`src/rtl/data_ram_arb_pkg.sv`:
```
// Shared types and encodings for the data RAM arbiter.
package data_ram_arb_pkg;

  localparam int unsigned AddrW = 32;
  localparam int unsigned DataW = 32;
  localparam int unsigned BselW = DataW / 8;

  // RAM control strobes are active-low.
  localparam logic CENABLE  = 1'b0;
  localparam logic CDISABLE = 1'b1;
  localparam logic WENABLE  = 1'b0;
  localparam logic WDISABLE = 1'b1;

  localparam logic M0 = 1'b0;
  localparam logic M1 = 1'b1;

  typedef enum logic [1:0] {StIdle, StAccess, StResp} state_e;

  typedef struct packed {
    logic             we;
    logic [AddrW-1:0] addr;
    logic [BselW-1:0] bsel;
    logic [DataW-1:0] wdata;
  } cmd_t;

endpackage

```
`src/rtl/data_ram_arbiter_if.sv`:
```
// Requester and RAM signal bundle; slave is the arbiter side.
interface data_ram_arbiter_if #(
  parameter int unsigned ADDR_W = 32,
  parameter int unsigned DATA_W = 32
);
  localparam int unsigned BSEL_W = DATA_W / 8;

  logic              M0_REQ, M0_WE, M0_GNT, M0_RVALID;
  logic [ADDR_W-1:0] M0_ADDR;
  logic [BSEL_W-1:0] M0_BSEL;
  logic [DATA_W-1:0] M0_WDATA, M0_RDATA;

  logic              M1_REQ, M1_WE, M1_GNT, M1_RVALID;
  logic [ADDR_W-1:0] M1_ADDR;
  logic [BSEL_W-1:0] M1_BSEL;
  logic [DATA_W-1:0] M1_WDATA, M1_RDATA;

  logic              RAM_CEN, RAM_WEN;
  logic [ADDR_W-1:0] RAM_ADDR;
  logic [BSEL_W-1:0] RAM_BSEL;
  logic [DATA_W-1:0] RAM_SDATA, RAM_LDATA;

  modport slave (
    input  M0_REQ, M0_WE, M0_ADDR, M0_BSEL, M0_WDATA,
    input  M1_REQ, M1_WE, M1_ADDR, M1_BSEL, M1_WDATA,
    input  RAM_LDATA,
    output M0_GNT, M0_RVALID, M0_RDATA,
    output M1_GNT, M1_RVALID, M1_RDATA,
    output RAM_CEN, RAM_WEN, RAM_ADDR, RAM_BSEL, RAM_SDATA
  );

  modport master (
    output M0_REQ, M0_WE, M0_ADDR, M0_BSEL, M0_WDATA,
    output M1_REQ, M1_WE, M1_ADDR, M1_BSEL, M1_WDATA,
    output RAM_LDATA,
    input  M0_GNT, M0_RVALID, M0_RDATA,
    input  M1_GNT, M1_RVALID, M1_RDATA,
    input  RAM_CEN, RAM_WEN, RAM_ADDR, RAM_BSEL, RAM_SDATA
  );
endinterface

```
`src/rtl/data_ram_arbiter_rr_arbiter2.sv`:
```
// Two-way round-robin pick: on a tie the requester that did not win last time wins.
module rr_arbiter2
  import data_ram_arb_pkg::*;
(
  input  logic [1:0] req_i,
  input  logic       last_winner_i,
  output logic [1:0] gnt_o,
  output logic       winner_o,
  output logic       valid_o
);

  always_comb begin
    valid_o  = |req_i;
    winner_o = M0;
    gnt_o    = 2'b00;
    case (req_i)
      2'b01:   winner_o = M0;
      2'b10:   winner_o = M1;
      2'b11:   winner_o = ~last_winner_i;
      default: winner_o = M0;
    endcase
    if (valid_o) gnt_o[winner_o] = 1'b1;
  end

endmodule

```
`src/rtl/data_ram_arbiter.sv`:
```
// Arbitrates M0/M1 onto the single-port data RAM: grant, one access cycle, one response cycle.
module data_ram_arbiter
  import data_ram_arb_pkg::*;
#(
  parameter int unsigned ADDR_W = AddrW,
  parameter int unsigned DATA_W = DataW
) (
  input  logic                CLK,
  input  logic                RST_N,
  data_ram_arbiter_if.slave   bus
);

  localparam int unsigned BSEL_W = DATA_W / 8;

  state_e            state_q, state_d;
  cmd_t              cmd_q;
  logic              owner_q;
  logic [DATA_W-1:0] m0_rdata_q, m1_rdata_q;

  logic [1:0]        arb_gnt;
  logic              arb_winner, arb_valid, arb_en, grant;
  logic              win_we;
  logic [ADDR_W-1:0] win_addr;
  logic [BSEL_W-1:0] win_bsel;
  logic [DATA_W-1:0] win_wdata;

  rr_arbiter2 u_arb (
    .req_i         ({bus.M1_REQ, bus.M0_REQ}),
    .last_winner_i (owner_q),
    .gnt_o         (arb_gnt),
    .winner_o      (arb_winner),
    .valid_o       (arb_valid)
  );

  // Gating with RST_N keeps GNT low while reset is held, not just after it.
  assign arb_en = RST_N && (state_q != StAccess);
  assign grant  = arb_en && arb_valid;

  always_comb begin
    state_d = state_q;
    unique case (state_q)
      StIdle, StResp: state_d = arb_valid ? StAccess : StIdle;
      StAccess:       state_d = StResp;
      default:        state_d = StIdle;
    endcase
  end

  always_comb begin
    if (arb_winner == M1) begin
      win_we    = bus.M1_WE;
      win_addr  = bus.M1_ADDR;
      win_bsel  = bus.M1_BSEL;
      win_wdata = bus.M1_WDATA;
    end else begin
      win_we    = bus.M0_WE;
      win_addr  = bus.M0_ADDR;
      win_bsel  = bus.M0_BSEL;
      win_wdata = bus.M0_WDATA;
    end
  end

  always_ff @(posedge CLK or negedge RST_N) begin
    if (!RST_N) begin
      state_q    <= StIdle;
      cmd_q      <= '0;
      owner_q    <= M1;
      m0_rdata_q <= '0;
      m1_rdata_q <= '0;
    end else begin
      state_q <= state_d;
      if (grant) begin
        cmd_q   <= '{we: win_we, addr: win_addr, bsel: win_bsel, wdata: win_wdata};
        owner_q <= arb_winner;
      end
      if (state_q == StAccess && !cmd_q.we) begin
        if (owner_q == M1) m1_rdata_q <= bus.RAM_LDATA;
        else               m0_rdata_q <= bus.RAM_LDATA;
      end
    end
  end

  assign bus.M0_GNT    = arb_en && arb_gnt[0];
  assign bus.M1_GNT    = arb_en && arb_gnt[1];
  assign bus.M0_RVALID = (state_q == StResp) && (owner_q == M0);
  assign bus.M1_RVALID = (state_q == StResp) && (owner_q == M1);
  assign bus.M0_RDATA  = m0_rdata_q;
  assign bus.M1_RDATA  = m1_rdata_q;

  // Address/data hold the last command outside ACCESS; only the strobes toggle.
  assign bus.RAM_CEN   = (state_q == StAccess) ? CENABLE : CDISABLE;
  assign bus.RAM_WEN   = (state_q == StAccess && cmd_q.we) ? WENABLE : WDISABLE;
  assign bus.RAM_ADDR  = cmd_q.addr;
  assign bus.RAM_BSEL  = cmd_q.bsel;
  assign bus.RAM_SDATA = cmd_q.wdata;

endmodule

```
`src/flat_wrapper.sv`:
```
// flat-port wrapper written by rule: the top's interface ports become plain ports
module data_ram_arbiter_flat import data_ram_arb_pkg::*;
#(
  parameter int unsigned ADDR_W = AddrW,
  parameter int unsigned DATA_W = DataW
)
  (CLK, RST_N, bus_M0_REQ, bus_M0_WE, bus_M0_ADDR, bus_M0_BSEL, bus_M0_WDATA, bus_M1_REQ, bus_M1_WE, bus_M1_ADDR, bus_M1_BSEL, bus_M1_WDATA, bus_RAM_LDATA, bus_M0_GNT, bus_M0_RVALID, bus_M0_RDATA, bus_M1_GNT, bus_M1_RVALID, bus_M1_RDATA, bus_RAM_CEN, bus_RAM_WEN, bus_RAM_ADDR, bus_RAM_BSEL, bus_RAM_SDATA);
  data_ram_arbiter_if #(.ADDR_W(ADDR_W), .DATA_W(DATA_W)) bus_i ();
  input  logic CLK;
  input  logic RST_N;
  input wire logic [$bits(bus_i.M0_REQ)-1:0] bus_M0_REQ;
  input wire logic [$bits(bus_i.M0_WE)-1:0] bus_M0_WE;
  input wire logic [$bits(bus_i.M0_ADDR)-1:0] bus_M0_ADDR;
  input wire logic [$bits(bus_i.M0_BSEL)-1:0] bus_M0_BSEL;
  input wire logic [$bits(bus_i.M0_WDATA)-1:0] bus_M0_WDATA;
  input wire logic [$bits(bus_i.M1_REQ)-1:0] bus_M1_REQ;
  input wire logic [$bits(bus_i.M1_WE)-1:0] bus_M1_WE;
  input wire logic [$bits(bus_i.M1_ADDR)-1:0] bus_M1_ADDR;
  input wire logic [$bits(bus_i.M1_BSEL)-1:0] bus_M1_BSEL;
  input wire logic [$bits(bus_i.M1_WDATA)-1:0] bus_M1_WDATA;
  input wire logic [$bits(bus_i.RAM_LDATA)-1:0] bus_RAM_LDATA;
  output wire logic [$bits(bus_i.M0_GNT)-1:0] bus_M0_GNT;
  output wire logic [$bits(bus_i.M0_RVALID)-1:0] bus_M0_RVALID;
  output wire logic [$bits(bus_i.M0_RDATA)-1:0] bus_M0_RDATA;
  output wire logic [$bits(bus_i.M1_GNT)-1:0] bus_M1_GNT;
  output wire logic [$bits(bus_i.M1_RVALID)-1:0] bus_M1_RVALID;
  output wire logic [$bits(bus_i.M1_RDATA)-1:0] bus_M1_RDATA;
  output wire logic [$bits(bus_i.RAM_CEN)-1:0] bus_RAM_CEN;
  output wire logic [$bits(bus_i.RAM_WEN)-1:0] bus_RAM_WEN;
  output wire logic [$bits(bus_i.RAM_ADDR)-1:0] bus_RAM_ADDR;
  output wire logic [$bits(bus_i.RAM_BSEL)-1:0] bus_RAM_BSEL;
  output wire logic [$bits(bus_i.RAM_SDATA)-1:0] bus_RAM_SDATA;
  assign bus_i.M0_REQ = bus_M0_REQ;
  assign bus_i.M0_WE = bus_M0_WE;
  assign bus_i.M0_ADDR = bus_M0_ADDR;
  assign bus_i.M0_BSEL = bus_M0_BSEL;
  assign bus_i.M0_WDATA = bus_M0_WDATA;
  assign bus_i.M1_REQ = bus_M1_REQ;
  assign bus_i.M1_WE = bus_M1_WE;
  assign bus_i.M1_ADDR = bus_M1_ADDR;
  assign bus_i.M1_BSEL = bus_M1_BSEL;
  assign bus_i.M1_WDATA = bus_M1_WDATA;
  assign bus_i.RAM_LDATA = bus_RAM_LDATA;
  assign bus_M0_GNT = bus_i.M0_GNT;
  assign bus_M0_RVALID = bus_i.M0_RVALID;
  assign bus_M0_RDATA = bus_i.M0_RDATA;
  assign bus_M1_GNT = bus_i.M1_GNT;
  assign bus_M1_RVALID = bus_i.M1_RVALID;
  assign bus_M1_RDATA = bus_i.M1_RDATA;
  assign bus_RAM_CEN = bus_i.RAM_CEN;
  assign bus_RAM_WEN = bus_i.RAM_WEN;
  assign bus_RAM_ADDR = bus_i.RAM_ADDR;
  assign bus_RAM_BSEL = bus_i.RAM_BSEL;
  assign bus_RAM_SDATA = bus_i.RAM_SDATA;
  data_ram_arbiter #(.ADDR_W(ADDR_W), .DATA_W(DATA_W)) u_core (.CLK(CLK), .RST_N(RST_N), .bus(bus_i));
endmodule
```
`config.mk`:
```
export PLATFORM = sky130hd
export DESIGN_NAME = data_ram_arbiter_flat
export DESIGN_NICKNAME = d
export VERILOG_FILES = /design/src/rtl/data_ram_arb_pkg.sv /design/src/rtl/data_ram_arbiter_if.sv /design/src/rtl/data_ram_arbiter_rr_arbiter2.sv /design/src/rtl/data_ram_arbiter.sv /design/src/flat_wrapper.sv
export SDC_FILE = /design/constraint.sdc
export NUM_CORES = 1
export LEC_CHECK = 0
export CORE_MARGIN = 3
export CORE_UTILIZATION = 41
export CTS_BUF_LIST = sky130_fd_sc_hd__clkbuf_16
export DETAILED_ROUTE_END_ITERATION = 8
export GPL_ROUTABILITY_DRIVEN = 0
export PLACE_DENSITY_LB_ADDON = 0.1
export SYNTH_ARGS = -nofsm -noshare
export SYNTH_HDL_FRONTEND = slang
export SYNTH_SLANG_ARGS = --single-unit
```
`constraint.sdc`:
```
create_clock -name CLK -period 2.5 [get_ports CLK]
set_clock_uncertainty 0.2 [all_clocks]
set_input_delay 0.375 -clock CLK [delete_from_list [all_inputs] [get_ports CLK]]
set_output_delay 0.375 -clock CLK [all_outputs]
set_load 0.02 [all_outputs]
```
==> results_dict.tcl, run 1 <==
set metrics [dict create \
    yosysUniqueCellTypes 23 \
    fp.dieArea_mm2 0.0171 \
    run_status "completed" \
    critPathArrivalTime_ns 1.86 \
    final_nets 936 \
    total_i_o_pin_count 312 \
    worstSkewPairLatency_ns 0.40 \
    slew-limit-headroom_pct 46.3 \
    post-route-min-period_ns 2.43 \
    diodes 0 \
    combinational_family_with_the_most_area_after_synthesis "compound AO/OA/AOI/OAI gates" \
    number_of_cts_inserted_buffers 17 \
    setup_total_negative_slack_ns 0 \
    p_per_area_mw_per_mm2 1080 \
    hold_ws_ns 0.279 \
    clock_tree.root_cell "sky130_fd_sc_hd__clkbuf_16" \
    synth_adder_area_share_pct 0 \
    dr_total_vias 5086 \
    syn-num-nets 711 \
    max_cap_viol_count 0 \
    multi_input_area_mm2 0.00195 \
    commonest_non_fill_non_tap_cell_in_the_layout "sky130_fd_sc_hd__clkdlybuf4s50_1" \
    initial_core_util_pct 42.0 \
    grt_pass1_wl_um 27200 \
    yosys_register_bits 136 \
    first_global_vias 5098 \
    portBuffers 311 \
    p_leak_nw 4.17 \
    detailed_place_hpwl_um 13000 \
    route.antenna.remaining_nets 0 \
    grt_max_degree 170 \
    detailedPlace.worstSlack_ns 0.137 \
    setup_cp_type "flip-flop to output port" \
    syn2layout_area_growth_pct 52.4 \
    unrepaired_setup_endpoints_after_global_routing "no" \
    synth_compound_area_share_pct 17.9 \
    layout_common_cells "307 x sky130_fd_sc_hd__clkdlybuf4s50_1, 135 x sky130_fd_sc_hd__dfrtp_1, 71 x sky130_fd_sc_hd__inv_1, 69 x sky130_fd_sc_hd__a31oi_1, 69 x sky130_fd_sc_hd__a221o_1" \
    core_area_mm2 0.0152 \
    area_fraction_in_and_or_nand_and_nor_cells_after_synthesis_pct 1.35 \
    vias_per_cell 5.29 \
    first_iter_violations 317 \
    avgSynthCellArea_um2 11.9 \
    drive_above_1_share_pct 5.94 \
    grt.overflow.total 0 \
    post_synth_xor_area_fraction_pct 0 \
    min-delay-path-class "flip-flop to flip-flop" \
    cts.clk_slew.worst_paths_ns 0.05 \
    yosysWarnings 0 \
    timing.final.ws_setup_ns 0.0683 \
    tritoncts "done" \
    fillers 1209 \
    syn-instance-count 537 \
    fp.dieH_um 131 \
    yosys-mux-area-fraction_pct 11.3 \
    wire_length_after_detailed_routing_um 18300 \
    worst_pin_slew_ns 0.805 \
    synth_area_mm2 0.00639 \
    firstDrtPassIters 5 \
    cp-start-kind "flip-flop" \
    cts_max_level 4 \
    antenna_found_initial 0 \
    final.period_utilization_pct 97.3 \
    placementRows 45 \
    report.power.total_mw 10.5 \
    cts_num_sinks 136 \
    final_number_of_max_transition_violations 0 \
    timing.final.hold_violations 0 \
    vdd_ir_drop_max_mv 0.447 \
    route.detailed.drc 0 \
    endpoint_kind "output port" \
    cp.required_ns 1.92 \
    gr-usage-all-layers_pct 20.5 \
    routed_wire_length_per_instance_um 19.0 \
    fmaxAchievable_ghz 0.411 \
    cts_max_path_buffers 2 \
    finalSetupViolCount 0 \
    share_of_synthesized_area_occupied_by_flip_flops_and_latches_pct 53.3 \
    crit_fanout 7 \
    ff_latch_area_mm2 0.00340 \
    die-width_um 131 \
]
## final cells by class
type                    count  share of cell area (%)
clock buffers              17                    4.37
flip-flops and latches    136                    35.0
well taps                 188                    2.42
repair buffers            321                    33.4
multi-input cells         215                    20.0
clock inverters            14                    2.11
inverters                  71                    2.74
## kinds of logic after synthesis
kind of cell	after synthesis
multiplexers	64
AND/OR/NAND/NOR	11
AO/OA/AOI/OAI	140
flip-flops	136
buffers and inverters	186
## through the flow
stage | instance area, um^2 | cells | utilization [%]
after CTS | 9740 | 962 | 64.1
after floorplan | 6390 | 537 | -
after global placement | 9100 | 930 | 59.9
after detailed placement | 9100 | 930 | 59.9
after global routing | 9740 | 962 | 64.1
final | 9740 | 962 | 64.1
## where the power goes
group / internal, mW / switching [mW] / leakage, nW / total [mW]
registers: 3.03 / 0.432 / 1.65 / 3.46
clock network: 1.76 / 0.929 / 0.308 / 2.69
logic: 2.25 / 2.09 / 2.22 / 4.34
total: 7.04 / 3.45 / 4.17 / 10.5
## per-layer routing
metal	up-vias	routed length, um	GRT usage [%]
met5	-	0	0
met2	244	8840	33.0
met4	0	495	8.41
met3	32	1680	6.99
li1	2328	-	-
met1	2482	7290	25.3
## worst paths after layout
kind                       slack (ns)                              endpoint  cells after the start                        start
max                              0.07                         bus_M1_RVALID                      2   u_core.owner_q$_DFFE_PN1P_
min                              0.28           u_core.state_q[0]$_DFF_PN0_                      1  u_core.state_q[0]$_DFF_PN0_
max reg2reg                      0.33  u_core.bus.RAM_SDATA[21]$_DFFE_PN0P_                      5  u_core.state_q[0]$_DFF_PN0_
min reg2reg                      0.28           u_core.state_q[0]$_DFF_PN0_                      1  u_core.state_q[0]$_DFF_PN0_
max in group asynchronous        0.54   u_core.bus.M0_RDATA[22]$_DFFE_PN0P_                      4                        RST_N
min in group asynchronous        0.57   u_core.bus.RAM_ADDR[23]$_DFFE_PN0P_                      3                        RST_N
## sequential cells by signal, summed over array words and instances (netlist names)
register / cells
u_core.cmd_q: 1
u_core.bus.RAM_SDATA: 32
u_core.bus.M1_RDATA: 32
u_core.owner_q: 1
u_core.bus.RAM_ADDR: 32
u_core.bus.M0_RDATA: 32
u_core.bus.RAM_BSEL: 4
u_core.state_q: 2
## timing repair
item	CTS	global route
hold buffers	1	0
endpoints found under the setup margin	3	0
resized for setup	3	0
hold endpoints to repair	100	0
buffers inserted	0	0
## cells in the mapped netlist, drive strengths merged
| library cell | count | area [um^2] |
|---|---|---|
| dfrtp | 135 | 3380 |
| buf | 84 | 654 |
| inv | 71 | 267 |
| a221o | 69 | 691 |
| a31oi | 69 | 432 |
| mux2 | 64 | 721 |
| clkbuf | 31 | 116 |
| nand2 | 2 | 7.51 |
| nor2b | 2 | 20.0 |
| a21o | 1 | 7.51 |
| and3 | 1 | 6.26 |
| and3b | 1 | 8.76 |
| and4 | 1 | 8.76 |
| dfstp | 1 | 26.3 |
| nand3 | 1 | 5.00 |
| nor3 | 1 | 16.3 |
| nor3b | 1 | 7.51 |
| o2111a | 1 | 11.3 |
| or2 | 1 | 6.26 |
## critical path: stages, from the launching register on
cell and delay, ns:
sky130_fd_sc_hd__dfstp_2 0.62, sky130_fd_sc_hd__and3b_1 0.17, sky130_fd_sc_hd__clkdlybuf4s50_1 0.66
Power figures use the tool's default switching activity.
==> run 2, diff against run 1 <==
CORE_UTILIZATION = 42   (was 41)
SYNTH_HIERARCHICAL = 1   (was unset)
==> run 2 against run 1 <==
Sequential share of layout area shrank 1.7 points; power up 1.4%; first-iteration DRC count decreased by 60%; final cell count shrank 3.5%; maximum frequency increased by 0.46%; clock power is 14% lower; die area is 4.2% higher; sequential cell count stayed put; via count is 16% lower.
==> results_dict.tcl, run 2 <==
set metrics [dict create \
    run_status "completed" \
    share_of_synthesized_area_occupied_by_flip_flops_and_latches_pct 49.8 \
    cts_num_sinks 136 \
    fp.dieH_um 134 \
    die-width_um 134 \
    fillers 1218 \
    final_nets 873 \
    antenna_found_initial 0 \
    total_i_o_pin_count 312 \
    placementRows 46 \
    timing.final.hold_violations 0 \
    diodes 0 \
    fp.dieArea_mm2 0.0178 \
    layout_common_cells "309 x sky130_fd_sc_hd__clkdlybuf4s50_1, 135 x sky130_fd_sc_hd__dfrtp_1, 130 x sky130_fd_sc_hd__mux2_2, 70 x sky130_fd_sc_hd__mux2_4, 17 x sky130_fd_sc_hd__clkbuf_16" \
    grt_max_degree 96 \
    p_per_area_mw_per_mm2 1040 \
    vias_per_cell 4.63 \
    synthTopCellsByCount "135 x sky130_fd_sc_hd__dfrtp_1, 130 x sky130_fd_sc_hd__mux2_2, 74 x sky130_fd_sc_hd__buf_4, 70 x sky130_fd_sc_hd__mux2_4" \
    timing.final.ws_setup_ns 0.0794 \
    detailedPlace.worstSlack_ns 0.0953 \
    syn-instance-count 445 \
    drive_above_1_share_pct 35.3 \
    pwr-share-comb_pct 45.0 \
    synthDominantAreaCellType "sky130_fd_sc_hd__dfrtp_1" \
    cts.clk_slew.worst_paths_ns 0.06 \
    dr_total_vias 4294 \
    gr-usage-all-layers_pct 19.4 \
    finalSetupViolCount 0 \
    unrepaired_setup_endpoints_after_global_routing "no" \
    route.detailed.drc 0 \
    grt_pass1_wl_um 26600 \
    setup_total_negative_slack_ns 0 \
    postLayoutCoreUtil_pct 64.4 \
    firstDrtPassIters 5 \
    setup_cp_type "primary input to output port" \
    pwr-share-clk_pct 21.8 \
    post-route-min-period_ns 2.42 \
    grt.overflow.total 0 \
    critPathArrivalTime_ns 1.85 \
    vdd_ir_drop_max_mv 0.527 \
    avgSynthCellArea_um2 15.4 \
    r2r_setup_slack_ns 0.53 \
    yosysUniqueCellTypes 24 \
    cts_max_level 4 \
    cts_max_path_buffers 2 \
    synth_largest_type_area_fraction_pct 49.4 \
    synth_area_leaders "sky130_fd_sc_hd__dfrtp_1 49%, sky130_fd_sc_hd__mux2_2 21%, sky130_fd_sc_hd__mux2_4 15%, sky130_fd_sc_hd__buf_4 8.1%, sky130_fd_sc_hd__buf_12 2.1%" \
    portBuffers 311 \
    initial_core_util_pct 43.0 \
    power_frac_seq_pct 33.2 \
    p_leak_nw 4.28 \
    most_instantiated_library_cell_after_synthesis "sky130_fd_sc_hd__dfrtp_1" \
    endpoint_kind "output port" \
    power_switching_share_pct 32.8 \
    min-delay-path-class "flip-flop to flip-flop" \
    route.antenna.remaining_nets 0 \
    slew-limit-headroom_pct 64.5 \
    fmaxAchievable_ghz 0.413 \
    worstSkewPairLatency_ns 0.40 \
    worst_pin_slew_ns 0.532 \
    cp-start-kind "primary input" \
    routed_wire_length_per_instance_um 18.4 \
    clock_tree.root_cell "sky130_fd_sc_hd__clkbuf_16" \
    synth_edf_count 0 \
    cp.required_ns 1.92 \
    tritoncts "done" \
    first_iter_violations 126 \
    switch_pwr_mw 3.49 \
    max_cap_viol_count 0 \
    first_global_vias 4812 \
    wire_length_after_detailed_routing_um 17100 \
    number_of_cts_inserted_buffers 17 \
    synth_top_flop_cell "sky130_fd_sc_hd__dfrtp_1" \
    yosysWarnings 6 \
    syn2layout_area_growth_pct 49.6 \
    power_report.internal_total_mw 7.15 \
    detailed_place_hpwl_um 12800 \
    commonest_non_fill_non_tap_cell_in_the_layout "sky130_fd_sc_hd__clkdlybuf4s50_1" \
    final.period_utilization_pct 96.8 \
    crit_fanout 4 \
    yosys_register_bits 136 \
    syn-num-nets 619 \
    report.power.total_mw 10.6 \
    core_area_mm2 0.0159 \
    async_reset_ff_share_pct 100 \
    synth_area_mm2 0.00683 \
    final_number_of_max_transition_violations 0 \
]
-- run 2: changes by cell type after synthesis, sizes merged, moves of 2 or more --
cell	delta
and3	+2
inv	-69
a31oi	-69
mux2	+139
a21boi	+3
clkbuf	-24
a221o	-69
-- run 2: final cells by class --
class | instances | area [um^2] | share of cell area [%]
clock inverter | 15 | 128 | 1.25
inverter | 2 | 10.0 | 0.0979
sequential | 136 | 3400 | 33.3
tap | 216 | 270 | 2.64
multi-input combinational | 217 | 2690 | 26.3
timing repair buffer | 325 | 3300 | 32.2
clock buffer | 17 | 425 | 4.16
-- run 2: cells by family (layout without fill, tap and decap cells) --
kind of cell / count (synthesis) / after routing / share of synthesized area [%]
AND/OR/NAND/NOR: 11 / 11 / 1.56
multiplexers: 203 / 203 / 37.3
buffers and inverters: 92 / 359 / 11.0
flip-flops: 136 / 136 / 49.8
AO/OA/AOI/OAI: 3 / 3 / 0.330
-- run 2: final timing paths --
| kind | from | depth (start not counted) | endpoint |
|---|---|---|---|
| hold / removal | u_core/bus.M1_RDATA[4]$_DFFE_PN0P_ | 1 | u_core/bus.M1_RDATA[4]$_DFFE_PN0P_ |
| max in group asynchronous | RST_N | 3 | u_core/bus.RAM_SDATA[25]$_DFFE_PN0P_ |
| setup reg to reg | u_core/owner_q$_DFFE_PN1P_ | 5 | u_core/bus.RAM_ADDR[28]$_DFFE_PN0P_ |
| setup / recovery | bus_M1_REQ | 4 | bus_M1_GNT |
| hold reg to reg | u_core/bus.M1_RDATA[4]$_DFFE_PN0P_ | 1 | u_core/bus.M1_RDATA[4]$_DFFE_PN0P_ |
| min in group asynchronous | RST_N | 3 | u_core/bus.M0_RDATA[1]$_DFFE_PN0P_ |
-- run 2: metrics by stage --
stage	hold WS, ns	cells	area (um^2)
final	0.284	928	10200
after global routing	0.306	928	10200
after global placement	0.268	893	9650
after floorplan	-0.121	445	6830
after CTS	0.287	928	10200
after detailed placement	0.274	893	9650
-- run 2: power groups by stage --
stage | clock (mW) | sequential [mW] | combinational [mW]
final | 2.32 | 3.53 | 4.78
after CTS | 2.39 | 3.54 | 4.85
after detailed placement | 0 | 3.57 | 4.81
after global routing | 2.49 | 3.64 | 5.02
after global placement | 0 | 3.54 | 4.75
after floorplan | 0 | 4.15 | 2.28
-- run 2: what timing repair did --
item | in CTS | in global routing
resized for setup | 1 | 0
buffers inserted | 2 | 0
setup endpoints to repair | 3 | 0
endpoints found under the hold margin | 135 | 0
hold buffers | 1 | 0
-- run 2: metal layers --
metal	vias to the layer above	routed length [um]	track usage [%]	part of all wire, %
met4	0	408	7.43	2.4
met1	2089	6740	22.3	40
met5	-	0	0	0
met3	25	1040	6.04	6.1
li1	1991	-	-	-
met2	189	8870	33.7	52
-- run 2: worst max-delay path, stage by stage --
cell                              delay, ns
sky130_fd_sc_hd__clkdlybuf4s50_1       0.53
sky130_fd_sc_hd__a21boi_0              0.17
sky130_fd_sc_hd__and3_1                0.16
sky130_fd_sc_hd__clkdlybuf4s50_1       0.60
